===== src/rtl/wave_pkg.sv =====
// Shared sample/step types and constants for the waveform output stage.
package wave_pkg;

  localparam int unsigned SAMPLE_W  = 4;
  localparam int unsigned PWM_STEPS = 16;
  localparam int unsigned STEP_W    = $clog2(PWM_STEPS);

  typedef logic [SAMPLE_W-1:0] sample_t;
  typedef logic [STEP_W-1:0]   step_t;

  localparam step_t STEP_LAST = step_t'(PWM_STEPS - 1);

endpackage


===== src/rtl/wave_tick_div.sv =====
// Clock divider producing one PWM step tick every DIV enabled clocks.
module wave_tick_div #(
  parameter int unsigned DIV = 1
) (
  input  logic clk,
  input  logic rst_n,
  input  logic enable,
  output logic tick
);

  localparam int unsigned CNT_W = (DIV > 1) ? $clog2(DIV) : 1;
  localparam logic [CNT_W-1:0] CNT_LAST = CNT_W'(DIV - 1);

  logic [CNT_W-1:0] div_cnt_q, div_cnt_d;

  assign tick = enable && (div_cnt_q == CNT_LAST);

  // Counter is held at zero while disabled so re-enable starts a clean step.
  always_comb begin
    div_cnt_d = div_cnt_q;
    if (!enable || tick) begin
      div_cnt_d = '0;
    end else begin
      div_cnt_d = div_cnt_q + CNT_W'(1);
    end
  end

  always_ff @(posedge clk or negedge rst_n) begin
    if (!rst_n) begin
      div_cnt_q <= '0;
    end else begin
      div_cnt_q <= div_cnt_d;
    end
  end

endmodule


===== src/rtl/wave_pwm_dac.sv =====
// 16-step PWM DAC with a one-entry pending sample buffer and underrun status.
module wave_pwm_dac
  import wave_pkg::*;
#(
  parameter int unsigned DIV    = 1,
  parameter int unsigned UCNT_W = 8
) (
  input  logic              clk,
  input  logic              rst_n,
  input  logic              enable,
  input  logic [3:0]        sample_data,
  input  logic              sample_valid,
  output logic              sample_ready,
  output logic              pwm_out,
  output logic              period_start,
  output logic              underrun,
  output logic [UCNT_W-1:0] underrun_count
);

  localparam logic [UCNT_W-1:0] UCNT_MAX = {UCNT_W{1'b1}};

  logic tick;

  wave_tick_div #(.DIV(DIV)) u_tick_div (
    .clk    (clk),
    .rst_n  (rst_n),
    .enable (enable),
    .tick   (tick)
  );

  step_t             step_q, step_d;
  sample_t           active_q, active_d;
  sample_t           pending_q, pending_d;
  logic              pending_full_q, pending_full_d;
  logic              pwm_q, pwm_d;
  logic              period_start_q, period_start_d;
  logic              underrun_q, underrun_d;
  logic [UCNT_W-1:0] ucnt_q, ucnt_d;

  logic accept;
  logic period_end;

  assign sample_ready = !pending_full_q;
  assign accept       = sample_valid && !pending_full_q;
  assign period_end   = tick && (step_q == STEP_LAST);

  // Buffer accept and active reload are exclusive: accept needs pending empty, reload needs it full.
  always_comb begin
    step_d         = step_q;
    active_d       = active_q;
    pending_d      = pending_q;
    pending_full_d = pending_full_q;
    ucnt_d         = ucnt_q;
    period_start_d = period_end;
    underrun_d     = 1'b0;

    if (!enable) begin
      step_d = '0;
    end else if (tick) begin
      step_d = step_q + step_t'(1);
    end

    if (period_end) begin
      if (pending_full_q) begin
        active_d       = pending_q;
        pending_full_d = 1'b0;
      end else begin
        underrun_d = 1'b1;
        if (ucnt_q != UCNT_MAX) begin
          ucnt_d = ucnt_q + UCNT_W'(1);
        end
      end
    end

    if (accept) begin
      pending_d      = sample_t'(sample_data);
      pending_full_d = 1'b1;
    end

    pwm_d = enable && (step_d < active_d);
  end

  always_ff @(posedge clk or negedge rst_n) begin
    if (!rst_n) begin
      step_q         <= '0;
      active_q       <= '0;
      pending_q      <= '0;
      pending_full_q <= 1'b0;
      pwm_q          <= 1'b0;
      period_start_q <= 1'b0;
      underrun_q     <= 1'b0;
      ucnt_q         <= '0;
    end else begin
      step_q         <= step_d;
      active_q       <= active_d;
      pending_q      <= pending_d;
      pending_full_q <= pending_full_d;
      pwm_q          <= pwm_d;
      period_start_q <= period_start_d;
      underrun_q     <= underrun_d;
      ucnt_q         <= ucnt_d;
    end
  end

  assign pwm_out        = pwm_q;
  assign period_start   = period_start_q;
  assign underrun       = underrun_q;
  assign underrun_count = ucnt_q;

endmodule

===== config.mk =====
export PLATFORM = sky130hd
export DESIGN_NAME = wave_pwm_dac
export DESIGN_NICKNAME = d
export VERILOG_FILES = /design/src/rtl/wave_pkg.sv /design/src/rtl/wave_tick_div.sv /design/src/rtl/wave_pwm_dac.sv
export SDC_FILE = /design/constraint.sdc
export NUM_CORES = 1
export LEC_CHECK = 0
export ABC_AREA = 1
export ABC_CLOCK_PERIOD_IN_PS = 3030
export BUFFER_PORTS_ARGS = -buffer_cell sky130_fd_sc_hd__buf_4
export CAP_MARGIN = 20
export CORE_ASPECT_RATIO = 0.75
export CORE_MARGIN = 4
export CORE_UTILIZATION = 40
export DETAILED_ROUTE_END_ITERATION = 8
export SETUP_SLACK_MARGIN = 0.4
export SLEW_MARGIN = 10
export SYNTH_ARGS = -nofsm -noshare
export SYNTH_HDL_FRONTEND = slang
export SYNTH_SLANG_ARGS = --single-unit

===== constraint.sdc =====
create_clock -name clk -period 3.03 [get_ports clk]
set_input_delay 0.303 -clock clk [delete_from_list [all_inputs] [get_ports clk]]
set_output_delay 0.303 -clock clk [all_outputs]
set_load 0.01 [all_outputs]

Word-level counts from Yosys, hierarchy flattened
Cells that the tools add are included.
{"block": "totals", "word_cells": 35, "regBits": 25}
{"block": "op_classes", "add_sub_neg": 3, "n_mux": 9, "eq_ne": 2, "bitwise_logic": 2, "reduce_logical": 9, "order_cmp": 1}
{"operator": "two-way mux 4 bit", "count": 4}
{"operator": "adder 8 x 1 -> 8 bit (second input constant)", "count": 1}
{"operator": "inequality test 8 bit (second input constant)", "count": 1}
{"operator": "two-way mux 1 bit", "count": 5}
{"operator": "adder 4 x 1 -> 4 bit (second input constant)", "count": 1}
{"operator": "equality test 4 bit (second input constant)", "count": 1}
{"operator": "logical AND 1 bit", "count": 4}
{"operator": "less-than comparator 4 bit", "count": 1}
{"operator": "AND reduction 3 bit", "count": 1}
{"operator": "zero test 1 bit", "count": 2}
{"operator": "NOT 1 bit", "count": 2}
{"operator": "nonzero test 2 bit", "count": 1}
{"operator": "adder 1 bit (second input constant)", "count": 1}
{"operator": "logical OR 1 bit", "count": 1}

Depth between registers and ports, before layout
Gate-level depths: netlist (run 1).
{"block": "logic_depth", "depth_word": 6, "mapped_depth": 11}

Cells and area by module
A second synthesis (run 1) with hierarchy kept.
{"block": "hier_totals", "hier_cells": 129, "area_unflattened_um2": 1203.7}
{"mod": "wave_pwm_dac", "cells_per_inst": 125, "instances": 1, "area_per_inst_um2": 1164.9}
{"mod": "wave_tick_div", "cells_per_inst": 4, "instances": 1, "area_per_inst_um2": 38.8}

Least setup slack after synthesis (run 1)
Ideal clock, no wire load.
{"block": "synth_path", "path_kind": "register to register", "startpoint": "register step_q[1]", "endpoint": "register pwm_q (netlist: pwm_out)", "synth_period_minus_slack_ps": 1814, "arrival_ps": 1737, "path_slack_ps": 1216, "stages_incl_launch_ff": 10, "cell_sequence": "dfrtp_1 ha_1 nand3_2 nor2_4 nand2_2 o21ai_2 inv_1 ha_1 a211o_1 a21oi_1"}
{"block": "synth_between", "elab_chain_len": 5, "word_cells_on_any_way": 8}
{"element": "start, declared", "line": "wave_pwm_dac.sv:31", "rtl": "step_t step_q, step_d;"}
{"element": "start signal, assigned", "line": "wave_pwm_dac.sv:94", "rtl": "step_q <= step_d;"}
{"element": "equality test 4 bit", "line": "wave_pwm_dac.sv:45", "rtl": "assign period_end = tick && (step_q == STEP_LAST);"}
{"element": "logical AND 1 bit", "line": "wave_pwm_dac.sv:45"}
{"element": "via period_end", "line": "wave_pwm_dac.sv:41", "rtl": "logic period_end;"}
{"element": "two-way mux 4 bit", "line": "wave_pwm_dac.sv:63", "rtl": "if (period_end) begin"}
{"element": "via active_d[3]", "line": "wave_pwm_dac.sv:32", "rtl": "sample_t active_q, active_d;"}
{"element": "less-than comparator 4 bit", "line": "wave_pwm_dac.sv:80", "rtl": "pwm_d = enable && (step_d < active_d);"}
{"element": "logical AND 1 bit", "line": "wave_pwm_dac.sv:80"}
{"element": "via pwm_d", "line": "wave_pwm_dac.sv:35", "rtl": "logic pwm_q, pwm_d;"}
{"element": "end signal, assigned", "line": "wave_pwm_dac.sv:98", "rtl": "pwm_q <= pwm_d;"}
{"element": "end, declared", "line": "wave_pwm_dac.sv:35"}
The timed path passes the listed nets, and every way through them passes these cells.
A chain may end at the register's enable or synchronous reset.

Worst setup path after layout (run 1)
Ends and elaborated chain as after synthesis.

==> metrics.md, run 1 <==
| Metric | Value |
|---|---|
| Number of antenna repair diodes | 0 |
| Die span in x | 71.67 um |
| Data required time of the critical path | 3.23 ns |
| Iteration-0 DRC count of the detailed router | 39 |
| Most instantiated flip-flop cell in the synthesis netlist | sky130_fd_sc_hd__dfrtp_1 |
| Overall power | 577.2 uW |
| Clock-pin transition on the worst setup and hold timing paths | roughly 0.090 ns |
| CTS buffer count | 3 |
| Multiplexer share of the synthesized area | 0% |
| Crit path max-delay family | compound AO/OA/AOI/OAI gates |
| Cell Area, Synth | 1216 um^2 |
| Clock tree from TritonCTS | yes |
| Pre-Repair DR Iteration Count | 4 |
| Synthesized-area fraction occupied by adder cells | 5.144% |
| Internal power | 445.4 uW |
| Critical Path Source Type | register |
| Final HPWL from detailed placement | 1837 um |
| Source of the worst hold timing path | sample_data[0] |
| Share of total power in the clock network | 34.3% |
| Routed WL | 2364 um |
| Rows | 17 |
| Number of global-route vias before repair | 908 |
| Wire length of the first global-routing pass | ~4200 um |
| Worst IR Drop VDD | 0.2111 mV |
| Maximum clock frequency | 491.0 MHz |
| Worst min-delay path class | input pin to register |
| ANT nets after route | 0 |
| Layout Area Growth over Synthesis | 19.34% |
| Final Hold Vio Count | 0 |
| Switching Power | 131.8 uW |
| Total routing resource utilization after global routing | 13.37% |
| Stage delay of the slowest cell on the critical path | 0.42 ns |
| Headroom to the max-slew limit | 62.33% |
| Bufs and invs on worst path | 1 |
| Category of the worst setup path capture point | register |
| Initial Utilization | 41.43% |
| Launch point of the critical path | step_q[1]$_DFF_PN0_ |
| Cell repeated most along the worst path | sky130_fd_sc_hd__ha_1 |
| Number of synthesized flops with an enable pin | 0 |
| Area fraction in and, or, nand and nor cells after synthesis | 20.99% |
| Weighted congestion reported at the end of routability-driven placement | 0.7234 |
| Number of port buffers | 19 |
| Core region area | 2935 um^2 |
| Maximum fanout count along the critical path | 6 |
| Pwr Density | around 400 nW/um^2 |
| Routed WL per cell | 12.31 um |
| Combinational family with the most area after synthesis | simple AND/OR/NAND/NOR gates |
| Die area | approximately 4000 um^2 |
| Final period demand of the worst path | 2.036 ns |
| Least-Margin Pin Slew | 0.5650 ns |
| Area share of xor/xnor cells in the synthesized design | under 10% |
| Outcome | complete, no violations |
| Proportion of total power due to net switching | roughly 23% |
| Cell-by-cell trace of the critical path | ha_1 -> nand3_2 -> nor2_4 -> nand2_2 -> o21ai_2 -> inv_1 -> ha_1 -> a211o_1 -> a21oi_1 |
| Count of vias placed by the detailed router | 901 |
| Antenna violations before repair | 0 |
| Proportion of power drawn by flip-flops and latches | about three fifths |
| Distinct cell type count after synthesis | 27 |
| Total nets after synthesis | ~140 |
| GR Overflow Total | 0 |
| Number of clock sinks seen by CTS | 25 |
| Post-Synthesis Mean Instance Area | 9.284 um^2 |
| Area fraction in compound gates after synthesis | 9.259% |
| Buffer cell driving the clock tree root | sky130_fd_sc_hd__clkbuf_8 |
| Maximum clock insertion buffer count | 2 |
| Share of final-layout standard cells stronger than drive strength 1 | 22.08% |
| Number of design rule violations left after detail routing | 0 |
| Nets@finish | 168 |
| Start-to-end type of the worst setup path | register to register |
| Final setup violation count | 0 |
| Number of violations of the max-capacitance limit | 0 |
| Post-Synthesis Cells | 131 |
| Clock latency on the worst-skew pair | approximately 0.27 ns |
| Die outline height | roughly 56 um |
| Number of pins with negative max-slew slack in the final report | 0 |
| Pin count of the biggest net entering global routing | 26 |
| R2R Path Start | step_q[1]$_DFF_PN0_ |
| Post-synthesis async set-or-reset flop share | 100.0% |
| Lkg Pwr | 0.0007794 uW |
| Library cell with the largest summed area after synthesis | sky130_fd_sc_hd__dfrtp_1 |
| Largest cells by area after synthesis | sky130_fd_sc_hd__dfrtp_1, sky130_fd_sc_hd__nand2_1, sky130_fd_sc_hd__ha_1 |
| Gate power share | 6.3% |
| Post-route clock skew | between 0.005 and 0.006 ns |
| Yosys warns | 0 |
| Area share of the largest cell type after synthesis | 51.44% |
| Total negative setup slack | 0 ns |
| Number of resized instances in the post-cts repair step | 0 |
| CTS H-tree lvls | 1 |
| Top-level I/O count | 20 |
| Average vias per placed instance | 4.693 |
| Number of flip-flops and latches in the synthesized netlist | 25 |
| Data arrival time of the critical path | 2.24 ns |
| Cell type of the slowest stage on the worst timing path | sky130_fd_sc_hd__dfrtp_1 |
| Setup repair after global routing missed its margin | no |
| Share of the clock period used by the worst path after layout | 67.21% |
| Fraction of the yosys area taken by sequential cells | about 51% |
kinds of logic (layout without fill, tap and decap cells):
family                     after synthesis  count (layout)
and+or+nand+nor                         55              55
DFF                                     25              25
buffers and inverters                   19              42
AOI/OAI and AO/OA                       18              18
xor gates and xnor gates                 8               8
adders and majority gates                5               5
other                                    1               1
synth_stat cells, types with 2 or more instances:
cell and number:
sky130_fd_sc_hd__inv_1 16, sky130_fd_sc_hd__xnor2_1 5, sky130_fd_sc_hd__nand3_1 5, sky130_fd_sc_hd__xor2_1 2
sky130_fd_sc_hd__dfrtp_1 25, sky130_fd_sc_hd__nor2_1 9, sky130_fd_sc_hd__ha_1 5, sky130_fd_sc_hd__o21ai_1 3
sky130_fd_sc_hd__nand2_1 34, sky130_fd_sc_hd__o21ai_0 2, sky130_fd_sc_hd__a21oi_1 6, sky130_fd_sc_hd__o21ai_2 4
state kept, by name, summed over array words and instances (netlist names):
register,flops
u_tick_div.div_cnt_q,1
underrun_count,8
active_q,4
pending_q,4
pending_full_q,1
step_q,4
period_start,1
pwm_out,1
underrun,1
repair_timing:
item / 4_1_cts / 5_1_grt
hold endpoints to repair: 25 / 0
hold buffers: 1 / 0
setup buffers: 0 / 0
worst paths after layout:
check | to | slack [ns] | depth (start not counted)
max in group asynchronous | u_tick_div.div_cnt_q$_DFF_PN0_ | 2.33 | 2
worst max register to register | pwm_out$_DFF_PN0_ | 0.99 | 9
worst max-delay path | pwm_out$_DFF_PN0_ | 0.99 | 9
worst min register to register | active_q[3]$_DFF_PN0_ | 0.49 | 2
min in group asynchronous | underrun_count[5]$_DFFE_PN0P_ | 0.46 | 2
worst min-delay path | pending_q[0]$_DFFE_PN0P_ | 0.27 | 3
cells in the final DEF (no fill, tap or decap), types with 2 or more instances in the layout:
| master | instances |
|---|---|
| sky130_fd_sc_hd__o21ai_2 | 4 |
| sky130_fd_sc_hd__ha_1 | 5 |
| sky130_fd_sc_hd__a21oi_1 | 6 |
| sky130_fd_sc_hd__clkbuf_8 | 3 |
| sky130_fd_sc_hd__o21ai_1 | 3 |
| sky130_fd_sc_hd__nand3_1 | 5 |
| sky130_fd_sc_hd__inv_1 | 16 |
| sky130_fd_sc_hd__o21ai_0 | 2 |
| sky130_fd_sc_hd__xnor2_1 | 5 |
| sky130_fd_sc_hd__nor2_1 | 9 |
| sky130_fd_sc_hd__dfrtp_1 | 25 |
| sky130_fd_sc_hd__nand2_1 | 34 |
| sky130_fd_sc_hd__buf_4 | 19 |
| sky130_fd_sc_hd__xor2_1 | 2 |
layer usage:
metal	routed length [um]	track usage, %	up-vias
met5	0	0	-
met2	1060	20.03	20
met4	18	4.826	0
li1	-	-	460
met1	1197	18.22	419
met3	88	3.971	2
worst register-to-register path, cell delays in order (launching register included):
cell and delay (ns):
sky130_fd_sc_hd__dfrtp_1 0.42, sky130_fd_sc_hd__ha_1 0.24, sky130_fd_sc_hd__nand3_2 0.16, sky130_fd_sc_hd__nor2_4 0.16
sky130_fd_sc_hd__nand2_2 0.12, sky130_fd_sc_hd__o21ai_2 0.15, sky130_fd_sc_hd__inv_1 0.06, sky130_fd_sc_hd__ha_1 0.28
sky130_fd_sc_hd__a211o_1 0.29, sky130_fd_sc_hd__a21oi_1 0.10
area by class of cell:
cell class                      instances  area, um^2
Fill cell                             284        1484
Clock inverter                          1       5.005
Clock buffer                            3       41.29
Inverter                               18       67.56
Sequential cell                        25       625.6
Multi-Input combinational cell         87       511.7
Timing Repair Buffer                   20       152.6
Tap cell                               38       47.55
power by group through the flow:
stage	logic (uW)	clock network, uW	registers, uW
global placement	34.6	0	349
detailed placement	36.3	0	349
floorplan	14.7	0	349
CTS	37.4	205	343
global route	42.0	216	343
finish	36.5	198	343
metrics by stage:
stage | utilization [%] | instance area (um^2) | setup slack [ns] | hold WS [ns] | std cells
final | 49.45 | 1451 | 0.9935 | 0.2732 | 192
after global routing | 49.45 | 1451 | 0.8652 | 0.2751 | 192
after CTS | 49.45 | 1451 | 0.9797 | 0.2665 | 192
after detailed placement | 47.53 | 1395 | 1.019 | 0.2268 | 187
after global placement | 47.53 | 1395 | 1.132 | 0.2256 | 187
after floorplan | - | 1216 | 1.216 | 0.007409 | 131
No activity file was read; power rests on OpenSTA's default activity.
==> run 2: changes to the inputs <==
--- a/config.mk
+++ b/config.mk
@@ -6,7 +6,7 @@
 export NUM_CORES = 1
 export LEC_CHECK = 0
 export ABC_AREA = 1
-export ABC_CLOCK_PERIOD_IN_PS = 3030
+export ABC_CLOCK_PERIOD_IN_PS = 2100
 export BUFFER_PORTS_ARGS = -buffer_cell sky130_fd_sc_hd__buf_4
 export CAP_MARGIN = 20
 export CORE_ASPECT_RATIO = 0.75
==> constraint.sdc (replaced) <==
create_clock -name clk -period 2.1 [get_ports clk]
set_input_delay 0.21 -clock clk [delete_from_list [all_inputs] [get_ports clk]]
set_output_delay 0.21 -clock clk [all_outputs]
set_load 0.01 [all_outputs]
==> run 2 against run 1 <==
Effect of this change:
- sequential share of layout area decreased by 4.6 points
- setup slack got worse by 0.70 ns
- routed wire length grew 5.0%
- fmax grew 13%
- utilization increased by 5.9 points
- critical endpoint unchanged
- combinational power up 87%
- clock skew is 0.0021 ns higher
- count of clock-buffer cells in the layout is 1 higher
- sequential cell count is the same
- sequential power rose by 44%
- via count up 8.2%
==> metrics.md, run 2 (same netlist as run 1, synthesis figures left out) <==
| Metric | Value |
|---|---|
| Outcome | complete, no violations |
| Total negative setup slack | 0 ns (unchanged) |
| Die area | 3996 um^2 (unchanged) |
| Number of design rule violations left after detail routing | 0 (unchanged) |
| Buffer cell driving the clock tree root | sky130_fd_sc_hd__clkbuf_8 |
| GR Util met3 | 4.332% (+0.36 points) |
| Number of pins with negative max-slew slack in the final report | 0 (unchanged) |
| CTS buffer count | 3 (unchanged) |
| Number of flip-flops in the largest register | 8 (unchanged) |
| GR Overflow Total | 0 (unchanged) |
| Proportion of total power due to net switching | 21.37% (-1.5 points) |
| Iteration-0 DRC count of the detailed router | 33 (-15%) |
| Depth of the worst register-to-register path | 12 (+3) |
| Total routing resource utilization after global routing | 13.19% (-0.17 points) |
| Start-to-end type of the worst setup path | register to register |
| Endpoint of the worst setup timing path | pwm_out$_DFF_PN0_ |
| Weighted congestion reported at the end of routability-driven placement | 0.7169 (-0.90%) |
| Initial Utilization | 41.43% (unchanged) |
| Top-level I/O count | 20 (unchanged) |
| Lkg Pwr | 0.0008439 uW (+8.3%) |
| Flop2flop setup slack | 0.30 ns (-0.70 ns) |
| Final period demand of the worst path | 1.804 ns (-0.2325 ns) |
| Layout Area Growth over Synthesis | 33.64% |
| ANT nets after route | 0 (unchanged) |
| Rows | 17 (unchanged) |
| Source of the worst hold timing path | sample_data[1] |
| Maximum clock frequency | 554.3 MHz (+13%) |
| Share of the clock period used by the worst path after layout | 85.90% (+19 points) |
| Category of the worst setup path capture point | register |
| Wire length of the first global-routing pass | 4174 um (+0.17%) |
| Core region area | 2935 um^2 (unchanged) |
| Number of antenna repair diodes | 0 (unchanged) |
| Worst min-delay path class | input pin to register |
| Number of port buffers | 19 (unchanged) |
| Die span in x | 71.67 um (unchanged) |
| Maximum fanout count along the critical path | 4 (-2) |
| Number of violations of the max-capacitance limit | 0 (unchanged) |
| Routed WL per cell | 12.17 um (-1.1%) |
| Final setup violation count | 0 (unchanged) |
| Setup repair after global routing missed its margin | yes |
| Clock latency on the worst-skew pair | 0.26 ns (about the same) |
| Multi-input combinational cell area | 593.1 um^2 (+16%) |
| Storage element area | 625.6 um^2 (unchanged) |
| Final HPWL from detailed placement | 1755 um (-4.4%) |
| Global-route track usage on met2 | 20.55% (+0.52 points) |
| Most common library cell in the layout ignoring fill and taps | sky130_fd_sc_hd__nand2_1 |
| Stage delay of the slowest cell on the critical path | 0.41 ns (about the same) |
| Number of global-route vias before repair | 932 (+2.6%) |
| Nets@finish | 180 (+7.1%) |
| Critical Path Source Type | register |
| Clock-pin transition on the worst setup and hold timing paths | 0.08 ns (about the same) |
| Maximum clock insertion buffer count | 2 (unchanged) |
| Switching Power | 178.1 uW (+35%) |
| Routed WL | 2483 um (+5.0%) |
| Share of final-layout standard cells stronger than drive strength 1 | 34.94% (+13 points) |
| Data arrival time of the critical path | 2.01 ns (-0.23 ns) |
| CTS H-tree lvls | 1 (unchanged) |
| Gate power share | 8.2% (+1.9 points) |
| Launch point of the critical path | step_q[0]$_DFF_PN0_ |
| Data required time of the critical path | 2.30 ns (-0.93 ns) |
| Die outline height | 55.76 um (unchanged) |
| Cell-by-cell trace of the critical path | ha_4 -> nand3_4 -> nor2_4 -> nand2_4 -> buf_6 -> nand2_1 -> o21ai_4 -> inv_2 -> ha_4 -> nand2_2 -> nand2_2 -> a21oi_2 |
| Number of clock sinks seen by CTS | 25 (unchanged) |
| Worst IR Drop VDD | 0.3955 mV (+87%) |
| Pre-Repair DR Iteration Count | 4 (unchanged) |
| Filler cell count in the final layout | 265 (-6.7%) |
| Cell type of the slowest stage on the worst timing path | sky130_fd_sc_hd__dfrtp_1 |
| Internal power | 655.1 uW (+47%) |
| Fin Hold WS | 0.1950 ns (-0.07820 ns) |
| Pin count of the biggest net entering global routing | 26 (unchanged) |
| Proportion of power drawn by flip-flops and latches | 59.4% (about the same) |
| Final Hold Vio Count | 0 (unchanged) |
| Post-route clock skew | 0.007214 ns (+0.002090 ns) |
| Count of vias placed by the detailed router | 975 (+8.2%) |
| Pwr Density | 512.7 nW/um^2 (+29%) |
| Share of total power in the clock network | 32.5% (-1.8 points) |
| Antenna violations before repair | 0 (unchanged) |
| Average vias per placed instance | 4.779 (+1.8%) |
| Clock tree from TritonCTS | yes |
| Peak-usage layer in the global routing report | met2 |
| Leading cell types in the layout, fill and taps excluded | sky130_fd_sc_hd__nand2_1, sky130_fd_sc_hd__buf_4, sky130_fd_sc_hd__dfrtp_1 |
| Worst r2r dst | pwm_out$_DFF_PN0_ |
| R2R Path Start | step_q[0]$_DFF_PN0_ |
| M1 GR Usage | 17.91% (-0.31 points) |
## run 2: cell types whose count changed in the layout (fill, tap and decap cells not counted), moves of 3 or more
cell,previous run,this run
sky130_fd_sc_hd__ha_4,0,3
sky130_fd_sc_hd__ha_1,5,1
sky130_fd_sc_hd__buf_4,19,30
sky130_fd_sc_hd__nand2_1,34,31
## run 2: worst max-delay path: cells and delay by family (launching register included)
| kind | cells | cell delay (ns) |
|---|---|---|
| and+or+nand+nor | 6 | 0.56 |
| adders and majority gates | 2 | 0.37 |
| buffers and inverters | 2 | 0.21 |
| AOI/OAI and AO/OA | 2 | 0.20 |
| DFF | 1 | 0.41 |
## run 2: per-layer routing
layer	vias to the layer above	part of all wire [%]
met5	-	0
met1	465	48
met4	0	1.3
li1	484	-
met2	21	47
met3	5	4.3
## run 2: power groups by stage
stage	registers (uW)	clock network (uW)	logic [uW]
global route	496	312	77.4
floorplan	505	0	22.7
detailed placement	505	0	52.5
global placement	504	0	51.4
finish	495	270	68.2
CTS	494	287	60.2
## run 2: worst min-delay path by stage
stage | cells past startpoint | to
final | 3 | pending_q[1]$_DFFE_PN0P_
after global routing | 3 | pending_q[1]$_DFFE_PN0P_
after CTS | 3 | pending_q[0]$_DFFE_PN0P_
after detailed placement | 1 | period_start$_DFF_PN0_
after global placement | 1 | underrun_count[6]$_DFFE_PN0P_
after floorplan | 0 | active_q[0]$_DFF_PN0_
## run 2: through the flow
| stage | setup slack, ns | power (uW) | instances | utilization, % | cell area (um^2) |
|---|---|---|---|---|---|
| floorplan | 0.3129 | 527.6 | 131 | - | 1236 |
| CTS | 0.3491 | 841.4 | 201 | 53.62 | 1574 |
| global route | 0.2030 | 884.8 | 204 | 55.37 | 1625 |
| global placement | 0.2286 | 555.7 | 188 | 48.47 | 1423 |
| detailed placement | 0.1381 | 557.5 | 188 | 48.47 | 1423 |
| finish | 0.2960 | 833.2 | 204 | 55.37 | 1625 |
## run 2: repair_timing
action | CTS | global route
resized for setup | 9 | 6
hold endpoints to repair | 25 | 0
pin swaps | 4 | 7
setup endpoints to repair | 1 | 1
hold buffers | 1 | 0
buffers inserted | 8 | 3
## run 2: final cells by class
type / instances / share of cell area, %
inverter: 18 / 4.157
multi-input combinational: 87 / 36.49
sequential: 25 / 38.49
timing repair buffer: 32 / 15.17
tap: 38 / 2.925
clock buffer: 4 / 2.771
